==> config.mk <==
export PLATFORM = sky130hd
export DESIGN_NAME = regfile_scoreboard
export DESIGN_NICKNAME = d
export VERILOG_FILES = /design/src/rtl/regfile_scoreboard.sv
export SDC_FILE = /design/constraint.sdc
export NUM_CORES = 2
export LEC_CHECK = 0
export BUFFER_PORTS_ARGS = -buffer_cell sky130_fd_sc_hd__buf_2
export CELL_PAD_IN_SITES_DETAIL_PLACEMENT = 1
export CELL_PAD_IN_SITES_GLOBAL_PLACEMENT = 2
export CORE_MARGIN = 1
export CORE_UTILIZATION = 44
export DETAILED_ROUTE_END_ITERATION = 10
export PLACE_DENSITY = 0.8
export SLEW_MARGIN = 5
export SYNTH_ARGS = -nofsm -noshare
export SYNTH_HDL_FRONTEND = slang
export SYNTH_SLANG_ARGS = --single-unit
export TNS_END_PERCENT = 5
==> constraint.sdc <==
create_clock -name clk -period 39.8 [get_ports clk]
set_clock_uncertainty 0.05 [all_clocks]
set_input_delay 5.97 -clock clk [delete_from_list [all_inputs] [get_ports clk]]
set_output_delay 5.97 -clock clk [all_outputs]
set_load 0.01 [all_outputs]
==> src/rtl/regfile_scoreboard.sv <==
// regfile_scoreboard
//   Parametrised 2-read/1-write register file with a dedicated link write
//   port and a per-register busy scoreboard that feeds decode stall logic.
//
//   Ports:
//     clk, rst            clock (rising edge), async active-high reset
//     rd_addr0/1          read addresses
//     rd_data0/1          combinational read data (register 0 reads 0)
//     rd_busy0/1          scoreboard busy bit of the addressed register
//     wr_en/addr/data     writeback write; also clears busy[wr_addr]
//     link_en/link_data   write to LINK_REG; also clears busy[LINK_REG]
//     rsv_en/rsv_addr     reservation (mark busy) request from decode
//     rsv_ok              reservation would be accepted this cycle
//     flush               clear every busy bit
//     busy_count          registered number of busy registers
//
//   Optional macro WRITE_BYPASS_EN: same-cycle forwarding of write/link data
//   to the read ports, and suppression of rd_busyN for a register being
//   written in that cycle.
module regfile_scoreboard #(
  parameter int unsigned DATA_W   = 32,
  parameter int unsigned ADDR_W   = 5,
  parameter int unsigned LINK_REG = 31
) (
  input  logic              clk,
  input  logic              rst,
  input  logic [ADDR_W-1:0] rd_addr0,
  input  logic [ADDR_W-1:0] rd_addr1,
  output logic [DATA_W-1:0] rd_data0,
  output logic [DATA_W-1:0] rd_data1,
  output logic              rd_busy0,
  output logic              rd_busy1,
  input  logic              wr_en,
  input  logic [ADDR_W-1:0] wr_addr,
  input  logic [DATA_W-1:0] wr_data,
  input  logic              link_en,
  input  logic [DATA_W-1:0] link_data,
  input  logic              rsv_en,
  input  logic [ADDR_W-1:0] rsv_addr,
  output logic              rsv_ok,
  input  logic              flush,
  output logic [ADDR_W:0]   busy_count
);

  localparam int unsigned       DEPTH  = 1 << ADDR_W;
  localparam int unsigned       CW     = ADDR_W + 1;
  localparam logic [ADDR_W-1:0] LINK_A = ADDR_W'(LINK_REG);

  logic [DATA_W-1:0] regs [DEPTH];
  logic [DEPTH-1:0]  busy;
  logic [DEPTH-1:0]  busy_next;
  logic [CW-1:0]     count_next;

  // Register storage; link is applied last so it wins a same-address clash.
  always_ff @(posedge clk or posedge rst) begin
    if (rst) begin
      for (int unsigned i = 0; i < DEPTH; i++) regs[i] <= '0;
    end else begin
      if (wr_en && (wr_addr != '0)) regs[wr_addr] <= wr_data;
      if (link_en)                  regs[LINK_A]  <= link_data;
    end
  end

  // A register being retired this cycle may be re-reserved immediately.
  assign rsv_ok = !busy[rsv_addr]
                | (wr_en   && (wr_addr  == rsv_addr))
                | (link_en && (rsv_addr == LINK_A))
                | (rsv_addr == '0);

  // Clears are applied before the set so a younger reservation wins.
  always_comb begin
    busy_next = busy;
    if (flush) begin
      busy_next = '0;
    end else begin
      if (wr_en)             busy_next[wr_addr]  = 1'b0;
      if (link_en)           busy_next[LINK_A]   = 1'b0;
      if (rsv_en && rsv_ok)  busy_next[rsv_addr] = 1'b1;
    end
    busy_next[0] = 1'b0;
  end

  // Counting the next-state vector keeps busy_count aligned with busy.
  always_comb begin
    count_next = '0;
    for (int unsigned i = 0; i < DEPTH; i++) count_next = count_next + CW'(busy_next[i]);
  end

  always_ff @(posedge clk or posedge rst) begin
    if (rst) begin
      busy       <= '0;
      busy_count <= '0;
    end else begin
      busy       <= busy_next;
      busy_count <= count_next;
    end
  end

  always_comb begin
    rd_data0 = (rd_addr0 == '0) ? '0 : regs[rd_addr0];
    rd_data1 = (rd_addr1 == '0) ? '0 : regs[rd_addr1];
    rd_busy0 = busy[rd_addr0];
    rd_busy1 = busy[rd_addr1];
`ifdef WRITE_BYPASS_EN
    if (wr_en && (wr_addr == rd_addr0) && (rd_addr0 != '0)) begin
      rd_data0 = wr_data;
      rd_busy0 = 1'b0;
    end
    if (wr_en && (wr_addr == rd_addr1) && (rd_addr1 != '0)) begin
      rd_data1 = wr_data;
      rd_busy1 = 1'b0;
    end
    if (link_en && (rd_addr0 == LINK_A)) begin
      rd_data0 = link_data;
      rd_busy0 = 1'b0;
    end
    if (link_en && (rd_addr1 == LINK_A)) begin
      rd_data1 = link_data;
      rd_busy1 = 1'b0;
    end
`endif
  end

endmodule

# Yosys cells after proc, flatten, opt, wreduce, memory -nomap -nowiden
# Index checks and enable logic that the tools add are counted.
word_totals:
  register_bits: 1061
  output_inout_bits: 73
  wordCells: 127
op_classes:
  n_eq_ne: 2
  bitwise_logic: 9
  reduce_logical: 13
  add_sub_neg: 30
  n_lt_le_gt_ge: 10
  mux: 29
ops:
  columns: ["cell", "n"]
  rows:
  - ["$bwmux 1024", 1]
  - ["$mux 32", 13]
  - ["$bmux 32 s5", 2]
  - ["$demux 32 s5", 1]
  - ["$add 6x1->6", 25]
  - ["$and 32x32->32", 1]
  - ["$not 32->32", 1]
  - ["$or 32x32->32", 1]
  - ["$lt 5x6->1 const B", 4]
  - ["$ge 6x6->1 const B", 3]
  - ["$not 5->6", 3]
  - ["$bmux 1 s5", 3]
  - ["$logic_not 5->1", 3]
  - ["$demux 1 s5", 2]
  - ["$ge 5x1->1 const B", 2]
  - ["$logic_and 1x1->1", 7]
  - ["$mux 1", 7]
  - ["$add 5x1->6", 1]
  - ["$lt 6x1->1 const B", 1]
  - ["$add 4x1->5", 1]
  - ["$eq 5x5->1", 1]
  - ["$eq 5x5->1 const B", 1]
  - ["$reduce_bool 5->1", 1]
  - ["$add 3x1->4", 1]
  - ["other kinds (5)", 7]

# Longest topological paths before layout
logic_depth:
  word_depth: 43
  ltp_mapped: 26
  mapped_depth_nobuf: 22

# Worst setup path before layout
# No wires, ideal clock.
synth_path:
  kind: "input -> output"
  start: "in rd_addr1[1]"
  end: "out rd_data1[10]"
  t_arrival_ns: 7.648
  required_time_ns: 33.780
  path_slack_ns: 26.132
  path_stages: 7
  cell_sequence: "buf_2 -> clkbuf_1 -> clkbuf_1 -> mux4_2 -> mux4_2 -> nand2_1 -> o21ai_1"
synth_between:
  elab_chain_len: 5
synth_rtl:
  columns: ["item", "line", "source"]
  rows:
  - ["start, declared", "28", "input logic [ADDR_W-1:0] rd_addr1,"]
  - ["$not 5->6 (not written as such)", "101", "rd_data1 = (rd_addr1 == '0) ? '0 : regs[rd_addr1];"]
  - ["$bmux 32 s5", "101", null]
  - ["$mux 32 (not written as such) (2 in series)", "101", null]
  - ["$mux 32 (*)", "101", null]
  - ["end, declared", "30", "output logic [DATA_W-1:0] rd_data1,"]
# Every way passes the cells marked *; elsewhere a longest branch is shown, timed or not. The select of a mux whose other input is x is not followed.

# Final worst setup path
layout_path:
  start: "in rd_addr1[0]"
  end: "out rd_data1[10]"
# The elaborated chain is that of the path after synthesis.

==> results.md <==
* Status: complete, no violations
* IO Count at 163
* Setup TNS at 0 ns
* Chip width at 365 um
* Gr usage total at 28.6%
* Final setup fails at 0
* R2R Setup Slk at 32.94 ns
* Die Y-Extent at 365 um
* Fin crit period at 15.99 ns
* Setup CP Type: primary input to primary output
* Top post-synthesis cells by area: dfrtp_1, mux4_2, mux2_2, clkbuf_1, fa_1
* Gpl congestion at 0.814
* Placed cells at 5288
* Multi-input logic area at 0.0291 mm2
* Effective utilization at floorplan at 44.5%
* Total Wirelength at 185000 um
* Share of layout cells above drive strength 1 at 56.4%
* Cell family with most CP delay: buffers and inverters
* Worst-path maximum fanout at 104
* Slowest CP cell: buf_4
* Setup repair bufs after CTS at 0
* Hold WS at 0.325 ns
* Most used cell along the critical path: mux4_2
* Remaining DRCs at 0
* Worst reg2reg endpoint: busy_count[4]
* Reg clk slew, reported paths at 0.06 ns
* Startpoint class of the critical path: primary input
* RSZ-0062 raised after global routing: no
* GR Overflow Total at 0
* DP HPWL at 103000 um
* Top cell type by total area after synthesis: dfrtp_1
* Leak at 27.2 nW
* R2R depth at 22
* Slew margin rel. at 19.8%
* Max VDD drop at 34.9 uV
* Hold Path Cell Cnt at 0
* DR iter-0 viols at 3060
* Post-synth EDFFs at 0
* Mapped Area at 0.0580 mm2
* Syn Nets at 3851
* DR WL/cell at 33.7 um
* Hold buffer count at cts at 0
* I/O Buffers at 162
* Largest net degree at the start of global routing at 157
* Detailed-route via count at 36000
* Max_cap viols at 0
* Seq/Total Area, Yosys at 45.8%
* Worst Setup End Kind: primary output
* Clk sinks at 1061
* Hold Fails Final Rpt at 0
* Worst Path Arrival at 9.97 ns
* CTS Root Cell: clkbuf_16
* Area Overhead vs Synth at 9.63%
* Post-synth ARST share at 100%
* Yosys cell types at 64
* H-tree levels at 3
* Reg2Reg Launch Point: busy[18]
* Clk_lat worst skew at 0.73 ns
* 1st-pass router iterations at 8
* Final antenna-violating net count at 0
* Total die area at 0.133 mm2
* Power density over the cells at 49.8 mW/mm2
* Syn Inst Count at 3731
* Synth top area share at 45.8%
* Fin cells at 5500
* Synth Warn # at 0
* Main synth FF type: dfrtp_1
* Buf+Inv Stages, Crit Path at 4
* HP Class: flop to flop
* CTS tree: built
* Min-delay src: regs[1008]
* Num CTS Buffers at 115
* Vias in the first global route at 38700
* CTS resizes at 0
* Core area at 0.130 mm2
* Via/cell ratio at 6.54
* Crit path largest cell delay at 0.84 ns
* CP Data Required Time at 33.78 ns
* FP Rows at 132
* Syn avg cell area at 15.5 um2
* Final-layout fill cell count at 12500
* Tcrit/Tclk final at 40.2%
* First-pass GRT wire length at 277000 um
* Worst path cell trace: buf_8 > buf_12 > buf_4 > mux4_2 > mux4_2 > nand2_1 > o21ai_1 > buf_2
* Clock Tree Buf Depth at 3
* Highest clock rate at 62.5 MHz
* Slew @ Worst Pin at 1.20 ns
* Nets at 3783
* Register Area at 0.0266 mm2
* Final max-slew violation count at 0
* Seq cells post-synth at 1061
* Initial antenna violation count at 9
* Hold endpoint: regs[1008]
cells in the final DEF, fill, tap and decap left out, drive strengths merged, types with 5 or more instances in the layout:
master,Yosys,routed
a21oi,24,24
a222oi,32,32
a22o,10,10
a22oi,6,6
buf,191,242
bufinv,0,7
clkbuf,237,153
clkinv,0,38
clkinvlp,0,5
dfrtp,1061,1061
fa,23,23
ha,7,7
inv,108,114
mux2,999,999
mux2i,26,26
mux4,630,630
nand2,84,84
nand2b,6,6
nand3,27,27
nand3b,20,20
nor2,72,72
nor3,6,6
nor3b,6,6
o211a,7,7
o211ai,14,14
o21ai,48,48
o22ai,11,11
o31ai,5,5
o32ai,6,6
or3b,12,12
per-stage QoR:
step | power, mW | utilization (%) | setup WS (ns) | cell area (um2)
after floorplan | 1.90 | - | 3.91 | 58000
after global routing | 3.29 | 48.8 | 23.46 | 63500
final | 3.16 | 48.8 | 23.81 | 63500
after detailed placement | 2.10 | 45.9 | 23.68 | 59800
after global placement | 2.06 | 45.9 | 23.75 | 59800
after CTS | 3.18 | 48.8 | 23.66 | 63500
Yosys cell counts (5+ instances only):
cell type / n
a21oi_1: 24
a222oi_1: 32
a22o_1: 10
a22oi_1: 6
buf_1: 58
buf_2: 68
buf_4: 31
buf_6: 34
clkbuf_1: 237
dfrtp_1: 1061
fa_1: 23
ha_1: 7
inv_1: 108
mux2_2: 999
mux2i_1: 26
mux4_2: 630
nand2_1: 84
nand2b_1: 6
nand3_1: 27
nand3b_1: 20
nor2_1: 68
nor3_1: 6
nor3b_1: 6
o211a_1: 7
o211ai_1: 14
o21ai_0: 8
o21ai_1: 40
o22ai_1: 11
o31ai_1: 5
or3b_2: 12
layer usage:
| metal | GRT usage [%] | up-vias | wire length, um |
|---|---|---|---|
| li1 | - | 14200 | - |
| met1 | 39.7 | 20200 | 78600 |
| met2 | 45.8 | 1209 | 90400 |
| met3 | 5.20 | 305 | 11500 |
| met4 | 9.11 | 6 | 4930 |
| met5 | 0 | - | 41 |
power breakdown:
part           leakage [nW]  internal [mW]  total [mW]  switching, mW
Sequential             13.6           1.27        1.42          0.149
Combinational          11.7          0.396       0.662          0.266
Clock                  1.86          0.612        1.08          0.465
Total                  27.2           2.28        3.16          0.880
final cells by class:
class	count	area share [%]
repair buffers	243	2.41
multi-input cells	2134	45.8
flip-flops and latches	1061	41.8
clock inverters	56	0.823
clock buffers	152	5.06
diodes	4	0.0158
inverters	108	0.650
well taps	1742	3.43
cells by family (layout without fill, tap and decap cells):
| kind of cell | after synthesis | count (layout) | share of synthesized area (%) |
|---|---|---|---|
| other | 0 | 4 | 0 |
| buffers and inverters | 536 | 559 | 4.26 |
| AND/OR/NAND/NOR | 257 | 257 | 2.19 |
| flip-flops | 1061 | 1061 | 45.8 |
| multiplexers | 1655 | 1655 | 44.3 |
| AO/OA/AOI/OAI | 184 | 184 | 2.33 |
| XOR/XNOR | 8 | 8 | 0.121 |
| adder cells (fa/ha/maj) | 30 | 30 | 0.946 |
worst max path at each step:
stage,slack [ns],from,end,cells past startpoint
3_5_place_dp,23.68,rd_addr1[0],rd_data1[10],8
3_3_place_gp,23.75,rd_addr1[0],rd_data1[10],8
6_report,23.81,rd_addr1[0],rd_data1[10],8
5_1_grt,23.46,rd_addr1[0],rd_data1[10],8
2_1_floorplan,3.91,rst,busy[10],1
4_1_cts,23.66,rd_addr1[0],rd_data1[10],8
worst reg2reg max path: stages, from the launching register on:
cell     delay (ns)
dfrtp_1        0.42
mux2i_1        0.24
nor4b_1        0.09
o41ai_1        0.56
a31oi_1        0.36
buf_4          0.32
o32a_1         0.37
fa_1           0.49
fa_1           0.50
inv_1          0.06
fa_1           0.49
inv_1          0.06
fa_1           0.52
fa_1           0.45
fa_1           0.50
inv_1          0.05
fa_1           0.40
inv_1          0.10
fa_1           0.21
inv_1          0.05
a21o_1         0.17
a21oi_1        0.18
xnor2_1        0.14
state kept, by name, indices dropped and copies added, names as in the netlist:
name,flops
busy,31
regs,1024
busy_count,6
Power figures use the tool's default switching activity.
